===== src/rtl/clock_pkg.sv =====
// Shared time-of-day constants and FSM encoding for the stamp/HMS converters.
// Pure declarations, no logic.
// Imported by stamp_to_hms, serial_div and neighbouring clock blocks.
package clock_pkg;

    localparam int SEC_PER_HOUR  = 3600;
    localparam int SEC_PER_MIN   = 60;
    localparam int DAY_SECONDS   = 86400;

    // Divider geometry: a valid stamp fits in 17 bits, a sub-hour remainder in 12.
    localparam int DIV_W         = 17;
    localparam int DVS_W         = 12;
    localparam int CNT_W         = 5;
    localparam int HOUR_DIV_BITS = 17;
    localparam int MIN_DIV_BITS  = 12;
    localparam int HOUR_W        = 5;

    // Converter FSM encoding, kept here so sibling blocks decode it identically.
    localparam logic [1:0] S_IDLE  = 2'd0;
    localparam logic [1:0] S_DIV_H = 2'd1;
    localparam logic [1:0] S_DIV_M = 2'd2;
    localparam logic [1:0] S_DONE  = 2'd3;

endpackage


===== src/rtl/serial_div.sv =====
// Restoring divider, one quotient bit per cycle, MSB first.
// Latency: nbits steps after load; quot/rem show the post-step value, final when last=1.
// No backpressure: a load restarts the divider immediately, overriding any step in flight.
module serial_div #(
    parameter int DW = 17,
    parameter int VW = 12,
    parameter int CW = 5
) (
    input  logic          clk,
    input  logic          rst_n,
    input  logic          load,
    input  logic [DW-1:0] dividend,
    input  logic [VW-1:0] divisor,
    input  logic [CW-1:0] nbits,
    output logic [DW-1:0] quot,
    output logic [VW-1:0] rem,
    output logic          last
);

    logic [DW-1:0] dvd_q;
    logic [DW-2:0] quot_q;
    logic [VW-1:0] rem_q;
    logic [VW-1:0] dvs_q;
    logic [CW-1:0] cnt_q;
    logic          act_q;

    logic [VW:0]   trial;
    logic          ge;
    logic [CW-1:0] align;

    // One restoring step: shift in the next dividend bit and subtract when it fits.
    always_comb begin
        trial = {rem_q, dvd_q[DW-1]};
        ge    = (trial >= {1'b0, dvs_q});
        rem   = ge ? VW'(trial - {1'b0, dvs_q}) : trial[VW-1:0];
        quot  = {quot_q, ge};
        last  = act_q && (cnt_q == '0);
        // Narrow dividends are left-aligned so the first step sees their MSB.
        align = CW'(DW) - nbits;
    end

    // Divider state: load captures operands, otherwise step until the count expires.
    always_ff @(posedge clk) begin
        if (!rst_n) begin
            dvd_q  <= '0;
            quot_q <= '0;
            rem_q  <= '0;
            dvs_q  <= '0;
            cnt_q  <= '0;
            act_q  <= 1'b0;
        end else if (load) begin
            dvd_q  <= dividend << align;
            quot_q <= '0;
            rem_q  <= '0;
            dvs_q  <= divisor;
            cnt_q  <= nbits - CW'(1);
            act_q  <= 1'b1;
        end else if (act_q) begin
            dvd_q  <= {dvd_q[DW-2:0], 1'b0};
            quot_q <= quot[DW-2:0];
            rem_q  <= rem;
            if (cnt_q == '0) begin
                act_q <= 1'b0;
            end else begin
                cnt_q <= cnt_q - CW'(1);
            end
        end
    end

endmodule


===== src/rtl/stamp_to_hms.sv =====
// Seconds-of-day stamp to binary hour/min/sec via a shared serial divider.
// Latency: 30 cycles from accepting edge for a valid stamp, 1 cycle for an out-of-range stamp.
// No queueing: start is only sampled in IDLE; requests while busy (including DONE) are dropped.
module stamp_to_hms #(
    parameter int STAMP_W     = 32,
    parameter int OUT_W       = 8,
    parameter int DAY_SECONDS = 86400
) (
    input  logic               clk,
    input  logic               rst_n,
    input  logic               start,
    input  logic [STAMP_W-1:0] stamp,
    output logic               busy,
    output logic               done,
    output logic               err,
    output logic [OUT_W-1:0]   hour,
    output logic [OUT_W-1:0]   min,
    output logic [OUT_W-1:0]   sec
);

    import clock_pkg::SEC_PER_HOUR;
    import clock_pkg::SEC_PER_MIN;
    import clock_pkg::DIV_W;
    import clock_pkg::DVS_W;
    import clock_pkg::CNT_W;
    import clock_pkg::HOUR_DIV_BITS;
    import clock_pkg::MIN_DIV_BITS;
    import clock_pkg::HOUR_W;
    import clock_pkg::S_IDLE;
    import clock_pkg::S_DIV_H;
    import clock_pkg::S_DIV_M;
    import clock_pkg::S_DONE;

    logic [1:0]        state_q,  state_d;
    logic [HOUR_W-1:0] hpart_q,  hpart_d;
    logic [OUT_W-1:0]  hour_q,   hour_d;
    logic [OUT_W-1:0]  min_q,    min_d;
    logic [OUT_W-1:0]  sec_q,    sec_d;
    logic              err_q,    err_d;

    logic              accept;
    logic              stamp_bad;
    logic              div_load;
    logic [DIV_W-1:0]  div_dividend;
    logic [DVS_W-1:0]  div_divisor;
    logic [CNT_W-1:0]  div_nbits;
    logic [DIV_W-1:0]  div_quot;
    logic [DVS_W-1:0]  div_rem;
    logic              div_last;
    logic              unused_quot_hi;

    // Request acceptance and divider operand selection for the hour and minute phases.
    always_comb begin
        accept    = (state_q == S_IDLE) && start;
        // Any stamp with bits above [16] set is already past the day, so one compare covers both.
        stamp_bad = (stamp >= STAMP_W'(DAY_SECONDS));
        // The minute phase is loaded on the same edge the hour phase finishes, straight
        // from the divider's post-step remainder, so no cycle is lost between phases.
        div_load  = (accept && !stamp_bad) || ((state_q == S_DIV_H) && div_last);
        if (state_q == S_IDLE) begin
            div_dividend = stamp[DIV_W-1:0];
            div_divisor  = DVS_W'(SEC_PER_HOUR);
            div_nbits    = CNT_W'(HOUR_DIV_BITS);
        end else begin
            div_dividend = DIV_W'(div_rem);
            div_divisor  = DVS_W'(SEC_PER_MIN);
            div_nbits    = CNT_W'(MIN_DIV_BITS);
        end
    end

    serial_div #(
        .DW(DIV_W),
        .VW(DVS_W),
        .CW(CNT_W)
    ) u_div (
        .clk      (clk),
        .rst_n    (rst_n),
        .load     (div_load),
        .dividend (div_dividend),
        .divisor  (div_divisor),
        .nbits    (div_nbits),
        .quot     (div_quot),
        .rem      (div_rem),
        .last     (div_last)
    );

    // Hour quotient never exceeds 23 and minute quotient never exceeds 59.
    assign unused_quot_hi = ^div_quot[DIV_W-1:6];

    // FSM next state; results and err are committed together on entry to DONE.
    always_comb begin
        state_d = state_q;
        hpart_d = hpart_q;
        hour_d  = hour_q;
        min_d   = min_q;
        sec_d   = sec_q;
        err_d   = err_q;
        case (state_q)
            S_IDLE: begin
                if (start) begin
                    if (stamp_bad) begin
                        state_d = S_DONE;
                        err_d   = 1'b1;
                        hour_d  = '0;
                        min_d   = '0;
                        sec_d   = '0;
                    end else begin
                        state_d = S_DIV_H;
                    end
                end
            end
            S_DIV_H: begin
                if (div_last) begin
                    hpart_d = div_quot[HOUR_W-1:0];
                    state_d = S_DIV_M;
                end
            end
            S_DIV_M: begin
                if (div_last) begin
                    hour_d  = OUT_W'(hpart_q);
                    min_d   = OUT_W'(div_quot[5:0]);
                    sec_d   = OUT_W'(div_rem[5:0]);
                    err_d   = 1'b0;
                    state_d = S_DONE;
                end
            end
            default: begin
                state_d = S_IDLE;
            end
        endcase
    end

    // State and output registers; reset aborts any conversion and clears the results.
    always_ff @(posedge clk) begin
        if (!rst_n) begin
            state_q <= S_IDLE;
            hpart_q <= '0;
            hour_q  <= '0;
            min_q   <= '0;
            sec_q   <= '0;
            err_q   <= 1'b0;
        end else begin
            state_q <= state_d;
            hpart_q <= hpart_d;
            hour_q  <= hour_d;
            min_q   <= min_d;
            sec_q   <= sec_d;
            err_q   <= err_d;
        end
    end

    assign busy = (state_q != S_IDLE);
    assign done = (state_q == S_DONE);
    assign err  = err_q;
    assign hour = hour_q;
    assign min  = min_q;
    assign sec  = sec_q;

endmodule


===== config.mk =====
export PLATFORM = sky130hd
export DESIGN_NAME = stamp_to_hms
export DESIGN_NICKNAME = d
export VERILOG_FILES = /design/src/rtl/clock_pkg.sv /design/src/rtl/serial_div.sv /design/src/rtl/stamp_to_hms.sv
export SDC_FILE = /design/constraint.sdc
export NUM_CORES = 1
export LEC_CHECK = 0
export ABC_AREA = 1
export CORE_ASPECT_RATIO = 1.5
export CORE_MARGIN = 2
export CORE_UTILIZATION = 57
export CTS_CLUSTER_DIAMETER = 60
export DETAILED_ROUTE_END_ITERATION = 12
export GPL_TIMING_DRIVEN = 0
export HOLD_SLACK_MARGIN = 0.05
export MAX_ROUTING_LAYER = met4
export PLACE_DENSITY = 0.85
export SLEW_MARGIN = 20
export SYNTH_ARGS = -nofsm -noshare
export SYNTH_HDL_FRONTEND = slang
export SYNTH_SLANG_ARGS = --single-unit

===== constraint.sdc =====
create_clock -name clk -period 3.1 [get_ports clk]
set_clock_uncertainty 0.2 [all_clocks]
set_input_delay 0.465 -clock clk [delete_from_list [all_inputs] [get_ports clk]]
set_output_delay 0.465 -clock clk [all_outputs]
set_load 0.05 [all_outputs]

==> summary.txt <==
Startpoint class of the critical path: flop
RSZ-0062 raised after global routing: false
Cell Area, Synth: 3590 um2
Worst Setup Path Type: reg -> out
Clock buffer depth: 2
Worst hold path class: reg -> reg
CP max FO: 5
Outcome: completed
Final hold vios: 0
CP top delay family: buffers and inverters
Setup TNS: 0 ns
Vias: 3,645
Fill cells: 517
Hold Worst Slack: 0.262 ns
CTS sink count: 68
Antenna cells: 0
Synth-to-layout area growth: 23.2%
Largest cells by area after synthesis: dfxtp_1 38%, nand2_1 12%, o21ai_0 7.8%, inv_1 4.7%, a21oi_1 4.2%
Initial antenna violation count: 0
Leakage: 1.89 nW
Register area share after synthesis: 0.379
Input/output buffers: 54
Final Non-Filler Cells: 645
Core Box Area: 6130 um2
Synth top cells by count: 113 x nand2_1, 68 x dfxtp_1, 56 x o21ai_0
Top-count cell post-synth: nand2_1
Fmax: 365 MHz
Synth Flop Type: dfxtp_1
Post CTS Setup Buffer Count: 0
Critical path cell sequence: inv_1, ha_1, inv_1, clkdlybuf4s50_1
Share of the synthesized area in the top cell type: 0.379
1st-pass router iterations: 6
HPWL Detailed: 6.95 mm
Avg Cell Area, Syn: 7.25 um2
WP data required: 2.43 ns
1st-iter DRT viols: 424
IO Pins: 62
Ys async rst share: 0
Vias per std cell: 5.65
Routed length per instance: 14.2 um
Arrival @ worst endpoint: 2.07 ns
ANT nets after route: 0
Cell Rows: 35
Slowest cell on crit path: clkdlybuf4s50_1
Routed WL: 9.19 mm
Layout Nets: 614
Synth warn: 0
Post-synth EDFFs: 0
First-pass GRT wire length: 14.9 mm
Synthesized flop and latch total: 68
Final Instance Area: 4420 um2
Worst setup margin: 0.362 ns
Clock transition at path regs: 0.08 ns
Dpl ws: 0.161 ns
CP max stage delay: 0.83 ns
TritonCTS Buffers: 9
CP Capture Type: output port
Max_cap viols: 0
VDD IR max: 0.365 mV
Worst rel slew slack: 0.536
Die Y: 101 um
Die X: 68.8 um
Final setup viols: 0
DP Area: 4240 um2
Ratio of cells with drive above 1 in the final layout: 0.121
GR Overflow Total: 0
Post-synthesis cell type count: 36
H-tree lvl count: 3
Post-CTS resize count: 0
Worst-Skew Late Latency: 0.35 ns
Max-slew violations: 0
Vias in the first global route: 3,363
CP dominant cell by count: inv_1
Root Driver: clkbuf_8
Total die area: 6960 um2
DRC Markers: 0
GRT Total Usage: 0.291
Starting Density: 0.585
# placed instances: 629
Largest net degree at the start of global routing: 14
Buffers and inverters on the worst path: 3
Synth Instances: 495
Min cycle time layout: 2.74 ns
CTS tree: done
Fin crit share: 0.883
Cell Pwr Density: 475 nW/um2
GPL Wtd Cong: 0.958
CTS hold repair buffers: 0
Slew @ Worst Pin: 0.696 ns
Yosys top cell by area: dfxtp_1
[sequential cells by signal, summed over array words and instances (netlist names)]
name and cells:
u_div.act_q 1, err 1, u_div.cnt_q 5, u_div.dvd_q 17, min 6, u_div.dvs_q 3
u_div.rem_q 12, state_q 2, sec 6, hpart_q 5, hour 5, u_div.quot_q 5
[worst paths after layout]
path | start | end | slack, ns | depth (start not counted)
hold / removal | hpart_q[1] | hour[1] | 0.26 | 2
setup reg to reg | u_div.dvs_q[5] | sec[2] | 0.54 | 10
setup / recovery | state_q[0] | busy | 0.36 | 4
hold reg to reg | hpart_q[1] | hour[1] | 0.26 | 2
[tightest hold or removal path: stages, from the launching register on]
cell     delay, ns
dfxtp_1       0.32
nand2_2       0.06
a21oi_2       0.04
[routing by layer]
layer | vias up | share of wire | track usage
li1 | 1779 | - | -
met1 | 1679 | 0.39 | 0.326
met2 | 162 | 0.50 | 0.491
met3 | 25 | 0.071 | 0.0444
met4 | 0 | 0.032 | 0.142
met5 | - | 0 | -
[through the flow]
stage | utilization | total power [mW]
2_1_floorplan | - | 1.30
3_3_place_gp | 0.692 | 1.45
3_5_place_dp | 0.692 | 1.46
4_1_cts | 0.721 | 2.10
5_1_grt | 0.721 | 2.19
6_report | 0.721 | 2.10
[power by group]
group / switching, mW / internal (mW)
clock network: 0.365 / 0.292
logic: 0.350 / 0.179
registers: 0.0161 / 0.894
[final cells by class]
type	count	area [um2]	share of cell area
multi-input cells	359	1920	0.435
flip-flops and latches	68	1360	0.308
repair buffers	54	541	0.122
inverters	50	190	0.0430
plain buffers	24	138	0.0312
clock buffers	9	124	0.0280
well taps	74	92.6	0.0210
clock inverters	7	51.3	0.0116
[cells in the final DEF (no fill, tap or decap), types with 3 or more instances in the layout]
| cell | n |
|---|---|
| o22ai_1 | 3 |
| a31oi_1 | 13 |
| o21ai_1 | 3 |
| a211oi_1 | 7 |
| nand2_2 | 13 |
| nand2_1 | 113 |
| clkdlybuf4s50_1 | 54 |
| nand3_1 | 22 |
| a21oi_2 | 12 |
| a21oi_1 | 30 |
| nor3_1 | 3 |
| buf_4 | 8 |
| nand4_1 | 9 |
| dfxtp_1 | 68 |
| ha_1 | 12 |
| inv_2 | 3 |
| o21ai_0 | 56 |
| buf_2 | 5 |
| clkbuf_1 | 10 |
| nor2_1 | 32 |
| nand2_4 | 3 |
| o211ai_1 | 5 |
| inv_1 | 45 |
| xor2_1 | 5 |
| conb_1 | 7 |
| clkbuf_8 | 9 |
[cells by family (layout without fill, tap and decap cells)]
group	count (synthesis)	in the layout	share of synthesized area
compound gates	130	130	0.209
flops	68	68	0.379
xor+xnor	5	5	0.0122
simple gates	204	204	0.260
other cells	1	7	0.00105
buf+inv	74	144	0.0914
fa+ha+maj	13	13	0.0474
No activity file was read; power rests on OpenSTA's default activity.
